==> config.mk <==
export PLATFORM = sky130hd
export DESIGN_NAME = bus_gnrtr_n_rbtr
export DESIGN_NICKNAME = d
export VERILOG_FILES = /design/src/rtl/bus_gnrtr_n_rbtr.sv
export SDC_FILE = /design/constraint.sdc
export NUM_CORES = 1
export LEC_CHECK = 0
export BUFFER_PORTS_ARGS = -buffer_cell sky130_fd_sc_hd__buf_2
export CORE_ASPECT_RATIO = 2
export CORE_MARGIN = 2
export CORE_UTILIZATION = 46
export DETAILED_ROUTE_END_ITERATION = 12
export PLACE_DENSITY = 0.86
export SLEW_MARGIN = 20
export SYNTH_ARGS = -nofsm -noshare
export SYNTH_HDL_FRONTEND = slang
export SYNTH_SLANG_ARGS = --single-unit
export TNS_END_PERCENT = 20
==> constraint.sdc <==
create_clock -name clk -period 10.7 [get_ports clk]
set_input_delay 0.535 -clock clk [delete_from_list [all_inputs] [get_ports clk]]
set_output_delay 0.535 -clock clk [all_outputs]
set_load 0.02 [all_outputs]
==> src/rtl/bus_gnrtr_n_rbtr.sv <==
// Shared-bus arbiter: round-robin picks one pending device FIFO, pops its head, pushes it to its destination(s).
// Define BUS_BROADCAST_EN to deliver the broadcast ID to every device except the source; otherwise it is dropped.
module bus_gnrtr_n_rbtr #(
  parameter int unsigned drvrs     = 4,
  parameter int unsigned pckg_sz   = 16,
  parameter logic [7:0]  broadcast = 8'hFF
) (
  input  logic                       clk,
  input  logic                       reset,
  input  logic [drvrs-1:0]           pndng,
  input  logic [drvrs*pckg_sz-1:0]   D_pop,
  output logic [drvrs-1:0]           pop,
  output logic [drvrs-1:0]           push,
  output logic [drvrs*pckg_sz-1:0]   D_push
);

  localparam int unsigned IdW  = (drvrs > 1) ? $clog2(drvrs) : 1;
  localparam int unsigned DstW = 8;

  typedef enum logic [1:0] {
    IDLE = 2'd0,
    POP  = 2'd1,
    PUSH = 2'd2
  } state_e;

  state_e             state_q, state_d;
  logic [IdW-1:0]     ptr_q, ptr_d;
  logic [drvrs-1:0]   pop_q, pop_d;
  logic [drvrs-1:0]   push_q, push_d;
  logic [pckg_sz-1:0] pkt_q, pkt_d;

  logic [IdW-1:0]     win_c;
  logic               found_c;
  int unsigned        dist_c, best_c;
  logic [pckg_sz-1:0] head_c;
  logic [DstW-1:0]    dst_c;
  logic [drvrs-1:0]   dmask_c;

  // Round-robin: nearest pending device above the last winner, wrapping; the last winner itself is farthest.
  always_comb begin
    found_c = 1'b0;
    win_c   = ptr_q;
    best_c  = drvrs + 1;
    dist_c  = 0;
    for (int unsigned i = 0; i < drvrs; i++) begin
      dist_c = (i > 32'(ptr_q)) ? (i - 32'(ptr_q)) : (i + drvrs - 32'(ptr_q));
      if (pndng[i] && (dist_c < best_c)) begin
        best_c  = dist_c;
        win_c   = IdW'(i);
        found_c = 1'b1;
      end
    end
  end

  // Head word of the current winner and its delivery mask.
  always_comb begin
    head_c = '0;
    for (int unsigned i = 0; i < drvrs; i++) begin
      if (32'(ptr_q) == i) head_c = D_pop[i*pckg_sz +: pckg_sz];
    end
    dst_c   = head_c[pckg_sz-1 -: DstW];
    dmask_c = '0;
    for (int unsigned i = 0; i < drvrs; i++) begin
`ifdef BUS_BROADCAST_EN
      if (dst_c == broadcast) dmask_c[i] = (i != 32'(ptr_q));
      else                    dmask_c[i] = (32'(dst_c) == i);
`else
      dmask_c[i] = (dst_c != broadcast) && (32'(dst_c) == i);
`endif
    end
  end

  // Next-state logic; the packet register only loads when something is delivered so D_push holds otherwise.
  always_comb begin
    state_d = state_q;
    ptr_d   = ptr_q;
    pop_d   = '0;
    push_d  = '0;
    pkt_d   = pkt_q;
    case (state_q)
      IDLE: begin
        if (found_c) begin
          ptr_d = win_c;
          for (int unsigned i = 0; i < drvrs; i++) pop_d[i] = (32'(win_c) == i);
          state_d = POP;
        end
      end
      POP: begin
        push_d = dmask_c;
        if (|dmask_c) pkt_d = head_c;
        state_d = PUSH;
      end
      PUSH:    state_d = IDLE;
      default: state_d = IDLE;
    endcase
  end

  always_ff @(posedge clk or negedge reset) begin
    if (!reset) begin
      state_q <= IDLE;
      ptr_q   <= IdW'(drvrs - 1);
      pop_q   <= '0;
      push_q  <= '0;
      pkt_q   <= '0;
    end else begin
      state_q <= state_d;
      ptr_q   <= ptr_d;
      pop_q   <= pop_d;
      push_q  <= push_d;
      pkt_q   <= pkt_d;
    end
  end

  assign pop    = pop_q;
  assign push   = push_q;
  assign D_push = {drvrs{pkt_q}};

endmodule

## Word level (Yosys, flattened, before mapping)

Cells that the tools add are included.
W data, S select, Z words.

- Word-level logic and storage cells: 69
- Output and inout bits: 72
- Bits in registers: 28
- Bits of input ports: 70

- Reduce and logical (&&, ||, !) cells: 15
- Eq/ne operators: 12
- Multiplexer cells: 23
- Add/subtract/negate cells: 7
- $lt $le $gt $ge: 7

Operator list:

| operator | number |
|---|---|
| $mux W32 | 6 |
| $lt A32 B32 Y1 | 3 |
| $mux W16 | 4 |
| $lt A32 B3 Y1 const B | 1 |
| $eq A8 B2 Y1 const B | 2 |
| $sub A3 B2 Y4 const A | 4 |
| $mux W4 | 3 |
| $mux W2 | 5 |
| $eq A2 B2 Y1 const B | 4 |
| $eq A8 B1 Y1 const B | 1 |
| $logic_and A1 B1 Y1 | 8 |
| $logic_not A8 Y1 | 1 |
| $ne A8 B8 Y1 const B | 1 |
| $eq A2 B1 Y1 const B | 3 |
| $logic_not A2 Y1 | 3 |
| $sub A2 B2 Y3 const A | 2 |
| $gt A2 B2 Y1 const A | 2 |
| $mux W1 | 4 |
| $pmux W2 S2 | 1 |
| $reduce_and A2 Y1 | 2 |
| $reduce_or A4 Y1 | 1 |
| $sub A1 B2 Y3 const A | 1 |
| $gt A1 B2 Y1 const A | 1 |
| $ne A2 B2 Y1 const B | 1 |

## Longest topological paths before layout

Gate-level depths: netlist of run 1.

- Depth after elaboration: 16
- Depth in mapped cells: 18
- Mapped depth without buffers: 17

## Worst setup path after synthesis of run 1

No wires, ideal clock.

- Kind: register to register
- From: reg ptr_q[1]
- To: reg ptr_q[0]
- Setup slack: 7281 ps
- Library setup time: 92 ps
- Required time: 10608 ps
- Stages on the path, launching flop included: 18
- Arrival time: 3327 ps
- Clock period less this slack: 3419 ps
- Cell sequence: dfstp_2 inv_1 ha_1 buf_1 buf_2 nand2b_1 nand2_1 ha_1 a211o_1 a21oi_1 o21ai_1 o21ai_0 ha_1 nand2b_1 a21oi_1 o21ai_0 o21a_1 o211ai_1

- Word-level cells in the longest chain between the ends: 14
- Elaborated cells on any way between the ends: 33
- Those cells by class: add/sub: 7; order compare: 7; mux: 14; reduce/logical: 5

RTL lines:

| item | line | source |
|---|---|---|
| from (decl) | 27 | `logic [IdW-1:0] ptr_q, ptr_d;` |
| from (signal assigned) | 101 | `ptr_q <= IdW'(drvrs - 1);` |
| from (signal assigned) | 107 | `ptr_q <= ptr_d;` |
| $sub A3 B2 Y4 | 46 | `dist_c = (i > 32'(ptr_q)) ? (i - 32'(ptr_q)) : (i + drvrs - 32'(ptr_q));` |
| $lt A32 B3 Y1 | 47 | `if (pndng[i] && (dist_c < best_c)) begin` |
| $logic_and A1 B1 Y1 | 47 |  |
| $mux W32 | 47 |  |
| $lt A32 B32 Y1 | 47 |  |
| $logic_and A1 B1 Y1 | 47 |  |
| $mux W32 | 47 |  |
| $lt A32 B32 Y1 | 47 |  |
| $logic_and A1 B1 Y1 | 47 |  |
| $mux W32 | 47 |  |
| $lt A32 B32 Y1 | 47 |  |
| $logic_and A1 B1 Y1 | 47 |  |
| $mux W1 | 47 |  |
| $reduce_and A2 Y1 (no line) | -- |  |

Parallel ways exist; a longest one is shown, timed or not.
A chain may end at the register's enable or synchronous reset.

## Worst setup path after layout of run 1

- From: reg ptr_q[0]
- To: reg pop_q[1], in the netlist pop[1]

- Word-level cells in the longest chain between the ends: 16
- Elaborated cells on any way between the ends: 35
- Those cells by class: add/sub: 7; order compare: 7; eq/ne: 1; mux: 16; reduce/logical: 4

RTL lines:

| item | line | source |
|---|---|---|
| $sub A3 B2 Y4 | 46 |  |
| $lt A32 B3 Y1 | 47 |  |
| $logic_and A1 B1 Y1 | 47 |  |
| $mux W32 | 47 |  |
| $lt A32 B32 Y1 | 47 |  |
| $logic_and A1 B1 Y1 | 47 |  |
| $mux W32 | 47 |  |
| $lt A32 B32 Y1 | 47 |  |
| $logic_and A1 B1 Y1 | 47 |  |
| $mux W32 | 47 |  |
| $lt A32 B32 Y1 | 47 |  |
| $logic_and A1 B1 Y1 | 47 |  |
| $mux W2 | 47 |  |
| $eq A2 B1 Y1 | 84 | `for (int unsigned i = 0; i < drvrs; i++) pop_d[i] = (32'(win_c) == i);` |
| $mux W4 (*) | 82 | `if (found_c) begin` |
| $mux W4 (*) | 80 | `case (state_q)` |
| net pop_d[1] | 28 | `logic [drvrs-1:0] pop_q, pop_d;` |
| to (signal assigned) | 108 | `pop_q <= pop_d;` |
| to (decl) | 28 |  |

The timed path passes the listed nets; every way through them passes the cells marked *.

==> flow_metrics.tcl, run 1 <==
set metrics [dict create \
    dpl_cell_area_mm2 0.002587 \
    worstPathArrival_ns 4.55 \
    pin_count 142 \
    tritoncts "built" \
    num-fill-cells 463 \
    drive_gt1_frac 0.4704 \
    synth_top_area_frac 0.2920 \
    yosysUniqueCellTypes 42 \
    fin_util 0.5747 \
    die_w_um 53.22 \
    cp_max_fo 19 \
    worstSetupEndpointType "register" \
    synth_warnings 0 \
    numCtsBuffers 3 \
    die_y_um 102.4 \
    finalWorstSetupSlack_ns 6.347 \
    post_synth_inst_count 252 \
    post-cts-setup-buffer-count 0 \
    cts-htree-levels 1 \
    peakVddDrop_v 0.0001861 \
    ys_seq_elements 28 \
    insertion_delay_ns 0.27 \
    initial_core_util 0.4801 \
    worstPathRequired_ns 10.90 \
    wl_per_cell_um 14.36 \
    finalSetupViolations 0 \
    syn_area_mm2 0.002228 \
    syn2layout_area_growth_pct 19.71 \
    fin_skew_ns 0.002266 \
    hold_viol 0 \
    cts.sinks 28 \
    seq_area_frac_synth 0.3156 \
    synthTopCellsByArea "dfrtp_1 29%, buf_4 16%, ha_1 6.7%" \
    grt_pass1_wl_um 8321 \
    startpoint_type "register" \
    core-area_mm2 0.004642 \
    grt_usage 0.2018 \
    r2r-end "pop[1]$_DFF_PN0_" \
    worstRegToRegCells 16 \
    drv_slew 0 \
    worst_pin_slew_ns 0.9041 \
    hp-class "input pin to asynchronous set/reset pin" \
    crit_type "register to register" \
    wirelength_um 5642 \
    dieArea_mm2 0.005451 \
    fmax_mhz 229.7 \
    grt.overflow.total 0 \
    grt_pass1_vias 1941 \
    run_status "completed" \
    tns_ns 0 \
    holdBufCountCts 0 \
    worst_r2r_startpoint "ptr_q[0]$_DFFE_PN1P_" \
    period_needed_ns 4.353 \
    slew-limit-headroom 0.3973 \
    p_leak_nw 1.519 \
    io_buffers 141 \
    avgViaCountPerCell 5.145 \
    via_count 2022 \
    r2r_slack_ns 6.35 \
    cts_buffer_depth 2 \
    final_nets 421 \
    antenna_found_initial 0 \
    postSynthAreaPerCell_um2 8.843 \
    max_cap_violations 0 \
    ant_nets 0 \
    grt_max_degree 29 \
    whs_ns 0.2640 \
    power_density_mw_per_mm2 287.1 \
    gp_congestion 0.9567 \
    post-dp-hpwl_um 4672 \
    rows 35 \
    drt_iter0_markers 55 \
    period_share 0.4069 \
    root_buffer "clkbuf_8" \
    antenna_cells 0 \
    drc 0 \
    post_cts_resized 0 \
    rsz0062_at_grt "false" \
    pre_cts_ws_ns 6.520 \
    dr.pass1.iters 4 \
    synth_top_cell_by_area "dfrtp_1" \
    design_area_mm2 0.002668 \
    path_clk_slew_ns 0.09 \
]
## sequential cells by signal (all words and copies together), names as in the netlist
name / cells
ptr_q: 2
pop: 4
push: 4
state_q: 2
pkt_q: 16
## metal layers
layer / routed length [µm] / track usage
met1: 1977 / 0.2057
met2: 3255 / 0.3780
met3: 261 / 0.01901
met4: 147 / 0.1124
met5: 0 / 0
## worst max-delay path by stage
stage | end | cells past startpoint | startpoint
3_3_place_gp | ptr_q[0]$_DFFE_PN1P_ | 16 | ptr_q[0]$_DFFE_PN1P_
6_report | pop[1]$_DFF_PN0_ | 16 | ptr_q[0]$_DFFE_PN1P_
3_5_place_dp | pop[1]$_DFF_PN0_ | 16 | ptr_q[0]$_DFFE_PN1P_
2_1_floorplan | ptr_q[0]$_DFFE_PN1P_ | 17 | ptr_q[1]$_DFFE_PN1P_
5_1_grt | pop[2]$_DFF_PN0_ | 15 | ptr_q[0]$_DFFE_PN1P_
4_1_cts | pop[1]$_DFF_PN0_ | 16 | ptr_q[0]$_DFFE_PN1P_
## cell usage after synthesis
cell type and number:
buf_4 48, dfrtp_1 26, a21oi_1 22, nand2_1 22, o21ai_0 19, ha_1 12
nand2b_1 9, mux2_4 8, nand3b_1 8, and2_1 7, inv_1 6, nor2_1 6
nor2b_1 5, nor3b_1 5, buf_2 4, clkbuf_1 4, mux2i_1 3, nand3_1 3
nor4_1 3, a21o_1 2, a221oi_1 2, a31oi_1 2, and3b_1 2, buf_1 2
buf_6 2, dfstp_2 2, nor3_1 2, o41ai_1 2, a211o_1 1, a211oi_1 1
a21bo_2 1, a21boi_0 1, a311oi_1 1, a32oi_1 1, conb_1 1, nor4b_2 1
nor4bb_1 1, o211ai_1 1, o21a_1 1, o21ai_1 1, o31ai_1 1, or2_2 1
## layout make-up
class | instances | area, µm² | area share
Multi-Input combinational cell | 159 | 1096 | 0.4109
Clock buffer | 3 | 41.29 | 0.01548
Clock inverter | 1 | 30.03 | 0.01126
Sequential cell | 28 | 703.2 | 0.2636
Timing Repair Buffer | 141 | 705.7 | 0.2645
Inverter | 6 | 22.52 | 0.008443
Tap cell | 55 | 68.82 | 0.02580
## critical path, cell delays in order (launching register included)
cell and delay, ns:
dfstp_2 0.63, inv_1 0.13, ha_1 0.43, a21boi_0 0.43, nand2b_1 0.10, nand2_1 0.10, ha_1 0.24, a211o_1 0.26
a21oi_1 0.14, o21ai_1 0.24, o21ai_0 0.24, ha_1 0.18, nand2b_1 0.13, a21oi_1 0.06, o21ai_0 0.61, nand3_1 0.19
a21oi_1 0.17
## metrics by stage
| step | cells | power, W |
|---|---|---|
| final | 393 | 0.0007658 |
| after global routing | 393 | 0.0008279 |
| after CTS | 393 | 0.0007685 |
| after detailed placement | 389 | 0.0006834 |
| after global placement | 389 | 0.0006668 |
| after floorplan | 253 | 0.0006051 |
## cell usage in the layout (no fill, tap or decap), types with 3 or more instances in the layout
cell type | Yosys | routed
buf_2 | 4 | 141
dfrtp_1 | 26 | 26
a21oi_1 | 22 | 22
nand2_1 | 22 | 22
o21ai_0 | 19 | 19
ha_1 | 12 | 12
nand2b_1 | 9 | 9
mux2_4 | 8 | 8
nand3b_1 | 8 | 8
and2_1 | 7 | 7
inv_1 | 6 | 6
nor2_1 | 6 | 6
nor3b_1 | 5 | 5
nor2b_1 | 5 | 5
nand3_1 | 3 | 3
mux2i_1 | 3 | 3
nor4_1 | 3 | 3
clkbuf_8 | 0 | 3
## cells by family (layout without fill, tap and decap cells)
logic type	Yosys count	after routing	synth area share
buffers and inverters	66	151	0.2010
multiplexers	11	11	0.06738
AND/OR/NAND/NOR	75	75	0.1915
adder cells (fa/ha/maj)	12	12	0.06738
other	1	2	0.001683
flip-flops	28	28	0.3156
AO/OA/AOI/OAI	59	59	0.1555
## power by group
group	internal [W]	leakage (nW)	total [W]	switching [W]
Clock	0.0000500	0.0357	0.0000826	0.0000326
Combinational	0.000197	1.12	0.000513	0.000315
Sequential	0.000141	0.367	0.000171	0.0000293
Total	0.000389	1.52	0.000766	0.000377
Power figures use the tool's default switching activity.
==> run 2, diff against run 1 <==
Settings changed: CORE_UTILIZATION 46 to 39, PLACE_DENSITY 0.86 to 0.77.
Clock period 10.7 ns to 3.9 ns, I/O delays scaled along.
==> run 2 against run 1 <==
Non-clock buffer count grew 7; power increased to 2.8 times the previous value; wire length is 14% lower; die area is 17% higher; cell count grew 3.3%; fmax rose by 24%; combinational power rose to 2.7 times the previous value; via count fell by 1.0%; clock skew rose by 0.0014 ns; sequential share of layout area shrank 0.87 points; flip-flop and latch count unchanged.
==> flow_metrics.tcl, run 2 (synthesized netlist as in run 1, its figures left out) <==
set metrics [dict create \
    run_status "completed" \
    grt_max_degree 29 \
    startpoint_type "register" \
    dr.pass1.iters 5 \
    avgViaCountPerCell 4.929 \
    grt.overflow.total 0 \
    cts-htree-levels 1 \
    worst_pin_slew_ns 0.5943 \
    gp_congestion 0.8310 \
    cts_buffer_depth 2 \
    period_share 0.9022 \
    post-dp-hpwl_um 4036 \
    dieArea_mm2 0.006371 \
    root_buffer "clkbuf_16" \
    cts.sinks 28 \
    tns_ns 0 \
    grt_pass1_vias 1858 \
    drive_gt1_frac 0.4812 \
    insertion_delay_ns 0.26 \
    r2r_slack_ns 0.38 \
    max_cap_violations 0 \
    grt_pass1_wl_um 8211 \
    worstPathRequired_ns 4.08 \
    layout_commonest_cell "buf_2" \
    cp_max_fo 14 \
    antenna_found_initial 0 \
    drv_slew 0 \
    peakVddDrop_v 0.0004336 \
    numCtsBuffers 3 \
    hp-class "input pin to register" \
    fmax_mhz 284.2 \
    path_clk_slew_ns 0.07 \
    wirelength_um 4854 \
    hold_path_depth 4 \
    finalWorstSetupSlack_ns 0.3814 \
    drc 0 \
    grt_usage 0.1552 \
    drt_iter0_markers 40 \
    finalSetupViolations 0 \
    ant_nets 0 \
    slew-limit-headroom 0.6038 \
    whs_ns 0.2777 \
    die_y_um 110.9 \
    initial_core_util 0.3971 \
    worstRegToRegCells 18 \
    final_nets 428 \
    crit_type "register to register" \
    antenna_cells 0 \
    rsz0062_at_grt "false" \
    final_cell_mix "141 x buf_2, 26 x dfrtp_1, 22 x a21oi_1, 22 x nand2_1, 19 x o21ai_0" \
    worstPathArrival_ns 3.70 \
    core-area_mm2 0.005612 \
    hold_viol 0 \
    p_leak_nw 1.568 \
    syn2layout_area_growth_pct 23.81 \
    via_count 2001 \
    largest_register_ffs 16 \
    tritoncts "built" \
    io_buffers 141 \
    fin_skew_ns 0.003690 \
    pre_cts_ws_ns 0.2656 \
    worstSetupEndpointType "register" \
    die_w_um 57.45 \
    regMostFlops "pkt_q" \
    period_needed_ns 3.519 \
    rows 39 \
    wl_per_cell_um 11.96 \
    pin_count 142 \
    power_density_mw_per_mm2 784.9 \
]
[run 2: area by class of cell]
cell class                      instances  area (µm²)
Fill cell                             530        2853
Multi-Input combinational cell        159        1091
Timing Repair Buffer                  148       760.7
Sequential cell                        28       703.2
Tap cell                               61       76.32
Clock buffer                            3       75.07
Clock inverter                          1       30.03
Inverter                                6       22.52
[run 2: worst max-delay path, stage by stage, from the launching register on]
cell and delay, ns:
dfstp_2 0.61, inv_1 0.13, ha_1 0.28, buf_4 0.21, o21ai_0 0.09, a32oi_1 0.16
ha_1 0.20, a211o_1 0.29, a21oi_1 0.17, o21ai_2 0.15, nand2_1 0.10, o21ai_0 0.08
ha_1 0.20, nand2b_1 0.16, a21oi_1 0.12, o21ai_0 0.09, buf_4 0.15, o21a_1 0.11
o211ai_1 0.15
[run 2: path summary, 6_finish.rpt]
path	from	endpoint
worst max-delay path	ptr_q[0]$_DFFE_PN1P_	ptr_q[0]$_DFFE_PN1P_
worst min-delay path	D_pop[54]	pkt_q[6]$_DFFE_PN0P_
worst max register to register	ptr_q[0]$_DFFE_PN1P_	ptr_q[0]$_DFFE_PN1P_
worst min register to register	state_q[1]$_DFFE_PN0P_	state_q[1]$_DFFE_PN0P_
max in group asynchronous	reset	state_q[0]$_DFFE_PN0P_
min in group asynchronous	reset	pkt_q[8]$_DFFE_PN0P_
[run 2: metal layers]
layer	vias to the layer above	wire, µm	track usage
li1	1002	-	-
met1	865	2042	0.2133
met2	132	2271	0.2568
met3	2	513	0.01984
met4	0	26	0.03256
met5	-	0	0
[run 2: timing repair]
action                                  4_1_cts  5_1_grt
endpoints found under the setup margin        0        7
hold buffers                                  1        0
setup buffers                                 0        0
resized for setup                             0        2
endpoints found under the hold margin        26        0
[run 2: power breakdown]
part | switching, W | internal [W] | total (W)
registers | 0.0000845 | 0.000388 | 0.000473
logic | 0.000829 | 0.000570 | 0.00140
clock network | 0.0000902 | 0.000204 | 0.000294
total | 0.00100 | 0.00116 | 0.00217
[run 2: through the flow]
stage | std cells | total power (W) | cell area [µm²] | utilization
2_1_floorplan | 253 | 0.001660 | 2232 | -
3_3_place_gp | 401 | 0.001859 | 2640 | 0.4705
3_5_place_dp | 401 | 0.001878 | 2640 | 0.4705
4_1_cts | 406 | 0.002178 | 2755 | 0.4910
5_1_grt | 406 | 0.002373 | 2759 | 0.4916
6_report | 406 | 0.002165 | 2759 | 0.4916
